<file path="src/rtl/ccl_pkg.sv">
// Shared definitions for the connected-component labelling requester:
// union-find opcodes and the requester FSM state encoding.
package ccl_pkg;

    localparam logic [1:0] UF_IDLE  = 2'b00;
    localparam logic [1:0] UF_UNION = 2'b01;
    localparam logic [1:0] UF_FIND  = 2'b10;

    typedef enum logic [2:0] {
        ST_SCAN      = 3'd0,
        ST_UN_ISSUE  = 3'd1,
        ST_UN_WAIT   = 3'd2,
        ST_RES_ISSUE = 3'd3,
        ST_RES_WAIT  = 3'd4,
        ST_RES_OUT   = 3'd5,
        ST_FIN       = 3'd6
    } ccl_state_e;

endpackage

</file>
<file path="src/rtl/ccl_line_buffer.sv">
// One row of provisional labels: write on pixel accept, asynchronous read of
// the same column gives the "up" neighbour before it is overwritten.
module ccl_line_buffer #(
    parameter int DEPTH = 64,
    parameter int WIDTH = 8,
    parameter int AW    = (DEPTH > 1) ? $clog2(DEPTH) : 1
) (
    input  logic             clk,
    input  logic             we_i,
    input  logic [AW-1:0]    waddr_i,
    input  logic [WIDTH-1:0] wdata_i,
    input  logic [AW-1:0]    raddr_i,
    output logic [WIDTH-1:0] rdata_o
);

    logic [WIDTH-1:0] mem_q [DEPTH];

    // NOTE: storage has no reset; row-0 gating in the requester makes stale
    // contents unobservable, and a reset would prevent RAM mapping.
    always_ff @(posedge clk) begin
        if (we_i) begin
            mem_q[waddr_i] <= wdata_i;
        end
    end

    assign rdata_o = mem_q[raddr_i];

endmodule

</file>
<file path="src/rtl/ccl_uf_requester.sv">
// First-pass 4-connectivity labeller: assigns provisional labels, issues UNIONs
// on left/up conflicts, then FINDs every label and streams (label, root) pairs.
module ccl_uf_requester
    import ccl_pkg::*;
#(
    parameter int IMG_W      = 64,
    parameter int IMG_H      = 48,
    parameter int N          = 256,
    parameter int ADDR_WIDTH = 8
) (
    input  logic                  clk,
    input  logic                  reset_n,
    input  logic                  pix_valid,
    output logic                  pix_ready,
    input  logic                  pix_bit,
    output logic                  lbl_valid,
    output logic [ADDR_WIDTH-1:0] lbl_data,
    output logic [1:0]            uf_op,
    output logic [ADDR_WIDTH-1:0] uf_node1,
    output logic [ADDR_WIDTH-1:0] uf_node2,
    input  logic [ADDR_WIDTH-1:0] uf_result,
    input  logic                  uf_done,
    output logic                  eq_valid,
    input  logic                  eq_ready,
    output logic [ADDR_WIDTH-1:0] eq_label,
    output logic [ADDR_WIDTH-1:0] eq_root,
    output logic                  eq_last,
    output logic                  frame_done,
    output logic                  lbl_ovf
);

    localparam int CW = (IMG_W > 1) ? $clog2(IMG_W) : 1;
    localparam int RW = (IMG_H > 1) ? $clog2(IMG_H) : 1;
    localparam logic [CW-1:0] COL_LAST = CW'(IMG_W - 1);
    localparam logic [RW-1:0] ROW_LAST = RW'(IMG_H - 1);
    localparam logic [ADDR_WIDTH-1:0] LBL_MAX = ADDR_WIDTH'(N - 1);
    localparam logic [ADDR_WIDTH-1:0] LBL_ONE = ADDR_WIDTH'(1);

    ccl_state_e            state_q, state_d;
    logic [RW-1:0]         row_q, row_d;
    logic [CW-1:0]         col_q, col_d;
    logic [ADDR_WIDTH-1:0] next_label_q, next_label_d;
    logic                  sat_q, sat_d;
    logic [ADDR_WIDTH-1:0] left_q, left_d;
    logic                  ovf_q, ovf_d;
    logic                  lbl_valid_q, lbl_valid_d;
    logic [ADDR_WIDTH-1:0] lbl_data_q, lbl_data_d;
    logic                  pix_ready_q, pix_ready_d;
    logic [ADDR_WIDTH-1:0] node1_q, node1_d;
    logic [ADDR_WIDTH-1:0] node2_q, node2_d;
    logic                  last_q, last_d;
    logic [ADDR_WIDTH-1:0] k_q, k_d;
    logic [ADDR_WIDTH-1:0] root_q, root_d;

    logic                  accept;
    logic                  is_last;
    logic [ADDR_WIDTH-1:0] lb_rdata;
    logic [ADDR_WIDTH-1:0] up_lbl;
    logic [ADDR_WIDTH-1:0] left_lbl;
    logic [ADDR_WIDTH-1:0] last_label;
    logic [ADDR_WIDTH-1:0] pix_lbl;
    logic                  alloc;
    logic                  reuse;
    logic                  need_union;
    logic                  start_res;

    ccl_line_buffer #(
        .DEPTH(IMG_W),
        .WIDTH(ADDR_WIDTH),
        .AW   (CW)
    ) u_line_buffer (
        .clk    (clk),
        .we_i   (accept),
        .waddr_i(col_q),
        .wdata_i(pix_lbl),
        .raddr_i(col_q),
        .rdata_o(lb_rdata)
    );

    assign accept     = (state_q == ST_SCAN) && pix_ready_q && pix_valid;
    assign is_last    = (row_q == ROW_LAST) && (col_q == COL_LAST);
    assign up_lbl     = (row_q == '0) ? '0 : lb_rdata;
    assign left_lbl   = (col_q == '0) ? '0 : left_q;
    // Once saturated, every allocated label up to N-1 exists and must be resolved.
    assign last_label = sat_q ? LBL_MAX : (next_label_q - LBL_ONE);

    // NOTE: every variable gets a default before the branches so no latch is inferred.
    always_comb begin
        pix_lbl    = '0;
        alloc      = 1'b0;
        reuse      = 1'b0;
        need_union = 1'b0;
        if (pix_bit) begin
            if (left_lbl == '0 && up_lbl == '0) begin
                if (sat_q) begin
                    pix_lbl = LBL_MAX;
                    reuse   = 1'b1;
                end else begin
                    pix_lbl = next_label_q;
                    alloc   = 1'b1;
                end
            end else if (left_lbl == '0) begin
                pix_lbl = up_lbl;
            end else begin
                pix_lbl    = left_lbl;
                need_union = (up_lbl != '0) && (up_lbl != left_lbl);
            end
        end
    end

    always_comb begin
        state_d      = state_q;
        row_d        = row_q;
        col_d        = col_q;
        next_label_d = next_label_q;
        sat_d        = sat_q;
        left_d       = left_q;
        ovf_d        = ovf_q;
        lbl_valid_d  = 1'b0;
        lbl_data_d   = lbl_data_q;
        node1_d      = node1_q;
        node2_d      = node2_q;
        last_d       = last_q;
        k_d          = k_q;
        root_d       = root_q;
        start_res    = 1'b0;

        unique case (state_q)
            ST_SCAN: begin
                if (accept) begin
                    lbl_valid_d = 1'b1;
                    lbl_data_d  = pix_lbl;
                    left_d      = pix_lbl;
                    if (alloc) begin
                        if (next_label_q == LBL_MAX) sat_d = 1'b1;
                        else                         next_label_d = next_label_q + LBL_ONE;
                    end
                    if (reuse) ovf_d = 1'b1;
                    if (col_q == COL_LAST) begin
                        col_d = '0;
                        row_d = is_last ? '0 : row_q + RW'(1);
                    end else begin
                        col_d = col_q + CW'(1);
                    end
                    if (need_union) begin
                        state_d = ST_UN_ISSUE;
                        node1_d = left_lbl;
                        node2_d = up_lbl;
                        last_d  = is_last;
                    end else if (is_last) begin
                        start_res = 1'b1;
                    end
                end
            end
            ST_UN_ISSUE: state_d = ST_UN_WAIT;
            ST_UN_WAIT: begin
                if (uf_done) begin
                    if (last_q) start_res = 1'b1;
                    else        state_d   = ST_SCAN;
                end
            end
            ST_RES_ISSUE: state_d = ST_RES_WAIT;
            ST_RES_WAIT: begin
                if (uf_done) begin
                    root_d  = uf_result;
                    state_d = ST_RES_OUT;
                end
            end
            ST_RES_OUT: begin
                if (eq_ready) begin
                    if (k_q == last_label) begin
                        state_d = ST_FIN;
                    end else begin
                        k_d     = k_q + LBL_ONE;
                        node1_d = k_q + LBL_ONE;
                        state_d = ST_RES_ISSUE;
                    end
                end
            end
            ST_FIN: begin
                state_d      = ST_SCAN;
                row_d        = '0;
                col_d        = '0;
                next_label_d = LBL_ONE;
                sat_d        = 1'b0;
                ovf_d        = 1'b0;
            end
            default: state_d = ST_SCAN;
        endcase

        // A frame with no foreground skips the resolve pass entirely.
        if (start_res) begin
            if (!sat_d && next_label_d == LBL_ONE) begin
                state_d = ST_FIN;
            end else begin
                state_d = ST_RES_ISSUE;
                k_d     = LBL_ONE;
                node1_d = LBL_ONE;
                node2_d = '0;
            end
        end

        pix_ready_d = (state_d == ST_SCAN);
    end

    // NOTE: non-blocking assignments so all state updates together at the edge.
    always_ff @(posedge clk or negedge reset_n) begin
        if (!reset_n) begin
            state_q      <= ST_SCAN;
            row_q        <= '0;
            col_q        <= '0;
            next_label_q <= LBL_ONE;
            sat_q        <= 1'b0;
            left_q       <= '0;
            ovf_q        <= 1'b0;
            lbl_valid_q  <= 1'b0;
            lbl_data_q   <= '0;
            pix_ready_q  <= 1'b0;
            node1_q      <= '0;
            node2_q      <= '0;
            last_q       <= 1'b0;
            k_q          <= '0;
            root_q       <= '0;
        end else begin
            state_q      <= state_d;
            row_q        <= row_d;
            col_q        <= col_d;
            next_label_q <= next_label_d;
            sat_q        <= sat_d;
            left_q       <= left_d;
            ovf_q        <= ovf_d;
            lbl_valid_q  <= lbl_valid_d;
            lbl_data_q   <= lbl_data_d;
            pix_ready_q  <= pix_ready_d;
            node1_q      <= node1_d;
            node2_q      <= node2_d;
            last_q       <= last_d;
            k_q          <= k_d;
            root_q       <= root_d;
        end
    end

    assign pix_ready  = pix_ready_q;
    assign lbl_valid  = lbl_valid_q;
    assign lbl_data   = lbl_data_q;
    assign uf_op      = (state_q == ST_UN_ISSUE)  ? UF_UNION :
                        (state_q == ST_RES_ISSUE) ? UF_FIND  : UF_IDLE;
    assign uf_node1   = node1_q;
    assign uf_node2   = node2_q;
    assign eq_valid   = (state_q == ST_RES_OUT);
    assign eq_label   = k_q;
    assign eq_root    = root_q;
    assign eq_last    = (state_q == ST_RES_OUT) && (k_q == last_label);
    assign frame_done = (state_q == ST_FIN);
    assign lbl_ovf    = ovf_q;

endmodule

</file>
<file path="config.mk">
export PLATFORM = sky130hd
export DESIGN_NAME = ccl_uf_requester
export DESIGN_NICKNAME = d
export VERILOG_FILES = /design/src/rtl/ccl_pkg.sv /design/src/rtl/ccl_line_buffer.sv /design/src/rtl/ccl_uf_requester.sv
export SDC_FILE = /design/constraint.sdc
export NUM_CORES = 1
export LEC_CHECK = 0
export ABC_AREA = 1
export BUFFER_PORTS_ARGS = -buffer_cell sky130_fd_sc_hd__buf_2
export CORE_UTILIZATION = 35
export CTS_BUF_LIST = sky130_fd_sc_hd__clkbuf_16
export CTS_CLUSTER_DIAMETER = 120
export DETAILED_ROUTE_END_ITERATION = 8
export HOLD_SLACK_MARGIN = 0.06
export MAX_ROUTING_LAYER = met4
export PLACE_DENSITY = 0.6
export SLEW_MARGIN = 5
export SYNTH_ARGS = -nofsm -noshare
export SYNTH_HDL_FRONTEND = slang
export SYNTH_SLANG_ARGS = --single-unit
</file>
<file path="constraint.sdc">
create_clock -name clk -period 6.1 [get_ports clk]
set_input_delay 0 -clock clk [delete_from_list [all_inputs] [get_ports clk]]
set_output_delay 0 -clock clk [all_outputs]
set_load 0.005 [all_outputs]
</file>
==> metrics.md <==
| Metric | Value |
|---|---|
| Outcome | `completed` |
| RSZ-0062 raised after global routing | `no` |
| Final Critical Period | `4.95 ns` |
| DR WL/cell | `18.4 um` |
| Post-place setup slack | `1.17 ns` |
| Post-synthesis xor/xnor area fraction | `0.543%` |
| DRT Wirelength | `65.7 mm` |
| Final Hold Vio Count | `0` |
| Hold WC Path Type | `in2async` |
| 1st-pass router iterations | `5` |
| Post-Syn Area | `25800 um^2` |
| Post-synthesis mux area share | `0.349%` |
| Post_cts resized | `0` |
| Mapped Cells | `2484` |
| Latest clock arrival within the worst-skew pair | `0.64 ns` |
| CTS Sinks | `580` |
| Fmax | `0.202 GHz` |
| Simple-Gate Fraction of Synth Area | `18.6%` |
| Fin Clk Skew | `0.0286 ns` |
| Die height | `274 um` |
| Leading post-synthesis cells by cell area | `edfxtp_1, nand2_1, dfrtp_1` |
| Vias per cell | `4.88` |
| Total GRT Usage | `18.0%` |
| Post-Syn Nets | `2505` |
| Top Ports | `62` |
| Largest family of logic cells by synthesized area | `simple AND/OR/NAND/NOR gates` |
| # Max-Cap Violations | `0` |
| Worst VDD drop | `0.291 mV` |
| Most frequent cell after synthesis | `nand2_1` |
| # rows | `99` |
| Final worst-path cycle share | `81.2%` |
| Cell Int Power | `8.49 mW` |
| Req. time, crit path | `6.59 ns` |
| Synthesized flop and latch total | `580` |
| CTS buffer count | `58` |
| Net Sw Frac | `36.8%` |
| Arrival time worst endpoint | `5.44 ns` |
| Psw | `4.93 mW` |
| Post-DP HPWL | `40.5 mm` |
| I/O Buffers | `61` |
| Via count | `17453` |
| CTS max path bufs | `3` |
| Setup ws final | `1.15 ns` |
| Iteration-0 DRC count of the detailed router | `1607` |
| Seq pwr share | `39.7%` |
| Share of cells above drive strength 1 | `11.1%` |
| Core footprint | `73000 um^2` |
| Adder-Cell Fraction of Synth Area | `0.339%` |
| Gr ovfl total | `0` |
| Slew Viols, Final | `0` |
| First-pass GRT wire length | `100 mm` |
| Clock power share | `27.1%` |
| Mean post-synth cell area | `10.4 um^2` |
| N_diodes | `0` |
| Setup violators final | `0` |
| Root buffer cell | `clkbuf_16` |
| Top_reg_cell synth | `edfxtp_1` |
| CP Max Fanout | `53` |
| RePlAce Congestion | `0.901` |
| Die area | `74900 um^2` |
| Drt drc | `0` |
| Largest area contributor in the netlist | `edfxtp_1` |
| PwrDens | `455 nW/um^2` |
| Nets | `2588` |
| Netlist cell types | `48` |
| Compound-Gate Fraction of Synth Area | `6.37%` |
| Crit Path Class | `reg2reg` |
| Syn-to-layout area delta | `14.1%` |
| Initial antenna violation count | `0` |
| Top-area cell type share of the netlist area | `59.5%` |
| Worst-path clk slew | `0.06 ns` |
| Post-synth ARST share | `11.7%` |
| Least-Margin Pin Slew | `1.16 ns` |
| Vias in the first global route | `16791` |
| Critical Path End Type | `flip-flop` |
| Starting Density | `35.4%` |
| Setup TNS | `0 ns` |
| Sequential area share after synthesis | `66.1%` |
| Logic pwr share | `33.2%` |
| Synth top cells by count | `nand2_1, edfxtp_1, inv_1` |
| Critical Path Source Type | `flip-flop` |
| Relative slew slack | `21.8%` |
| Antenna Nets Post-Route | `0` |
| Die W | `274 um` |
| Number of synthesized flops with an enable pin | `512` |
| Pin count of the biggest net entering global routing | `147` |
| Leak | `12.2 nW` |
| Yosys synthesis warning count | `0` |
| CTS H-Tree Depth | `2` |
| Tot Pwr | `13.4 mW` |
| CTS tree | `yes` |
[per-stage QoR]
stage | hold WS, ns | cell area (um^2) | utilization (%) | instances
finish | 0.138 | 29500 | 40.4 | 3575
floorplan | -0.296 | 25800 | - | 2484
detailed placement | 0.239 | 27300 | 37.4 | 3444
CTS | 0.146 | 29500 | 40.4 | 3575
global placement | 0.235 | 27300 | 37.4 | 3444
global route | 0.228 | 29500 | 40.4 | 3575
[area by class of cell]
class	count	area, um^2
fillers	6940	43500
flip-flops and latches	580	17100
multi-input cells	1438	6930
clock buffers	58	1450
inverters	366	1380
well taps	959	1200
repair buffers	123	951
clock inverters	51	478
[per-layer routing]
metal	wire length (um)	vias up	global-route usage (%)
met2	30400	585	27.9
met3	4310	110	2.88
li1	-	8387	-
met5	0	-	-
met4	1730	0	5.70
met1	29200	8371	24.2
[sequential cells by signal, indices dropped and copies added, names as in the netlist]
register             count
u_line_buffer.mem_q    512
eq_label                 8
eq_root                  8
lbl_data                 8
next_label_q             8
uf_node1                 8
uf_node2                 8
col_q                    6
row_q                    6
state_q                  3
last_q                   1
lbl_ovf                  1
lbl_valid                1
pix_ready                1
sat_q                    1
[power by group through the flow]
| stage | clock, mW | combinational (mW) | sequential [mW] |
|---|---|---|---|
| final | 3.63 | 4.46 | 5.33 |
| after global routing | 3.84 | 4.89 | 5.35 |
| after CTS | 3.68 | 4.45 | 5.32 |
| after detailed placement | 0 | 4.38 | 5.41 |
| after global placement | 0 | 4.30 | 5.40 |
| after floorplan | 0 | 2.79 | 5.39 |
[placed cells by master, fill, tap and decap left out, types with 9 or more instances in the layout]
master,instances
or2_2,54
nand4_1,11
buf_12,10
nand2_1,591
edfxtp_1,512
nand3_1,184
o211ai_1,67
bufinv_16,9
nor3_1,18
o21ai_0,93
or2_1,9
clkbuf_16,58
o21ai_1,54
dfrtp_1,66
buf_2,61
xor2_1,14
inv_1,370
dlygate4sd3_1,22
nor2_1,237
a22oi_1,11
clkinv_1,19
a21oi_1,14
nor2_2,13
buf_4,30
[worst paths after layout]
kind                                         start                      end  slack, ns  cells after the start
max                           col_q[0]$_DFFE_PN0P_    uf_node1[0]$_DFF_PN0_       1.15                     18
min                                        reset_n    uf_node1[5]$_DFF_PN0_       0.14                      3
max reg2reg                   col_q[0]$_DFFE_PN0P_    uf_node1[0]$_DFF_PN0_       1.15                     18
min reg2reg                lbl_data[7]$_DFFE_PN0P_  lbl_data[7]$_DFFE_PN0P_       0.53                      2
max in group asynchronous                  reset_n     col_q[0]$_DFFE_PN0P_       5.28                      3
min in group clk                          eq_ready      pix_ready$_DFF_PN0_       0.38                      7
[worst max-delay path: stages (launching register included)]
cell      delay (ns)
dfrtp_4         0.72
inv_4           0.43
buf_12          0.25
buf_4           0.32
o21ai_0         0.16
nand2_1         0.10
o21ai_1         0.06
nand2_1         0.21
nor2_1          0.07
nand2_1         0.13
nand2_1         0.16
nand2_1         0.18
nor2_4          0.06
a211oi_1        0.27
nand3_1         0.52
inv_1           0.69
nand2_1         0.20
o211ai_1        0.14
nand3_1         0.11
[repair_timing]
item	CTS	global route
hold buffers	22	0
endpoints found under the hold margin	101	0
setup buffers	0	0
[logic make-up (layout without fill, tap and decap cells)]
family                     Yosys count  in the layout
and+or+nand+nor                   1138           1138
muxes                                8              8
adders and majority gates            7              7
AOI/OAI and AO/OA                  269            269
xor gates and xnor gates            16             16
DFF                                580            580
buffers and inverters              466            598
No activity file was read; power rests on OpenSTA's default activity.
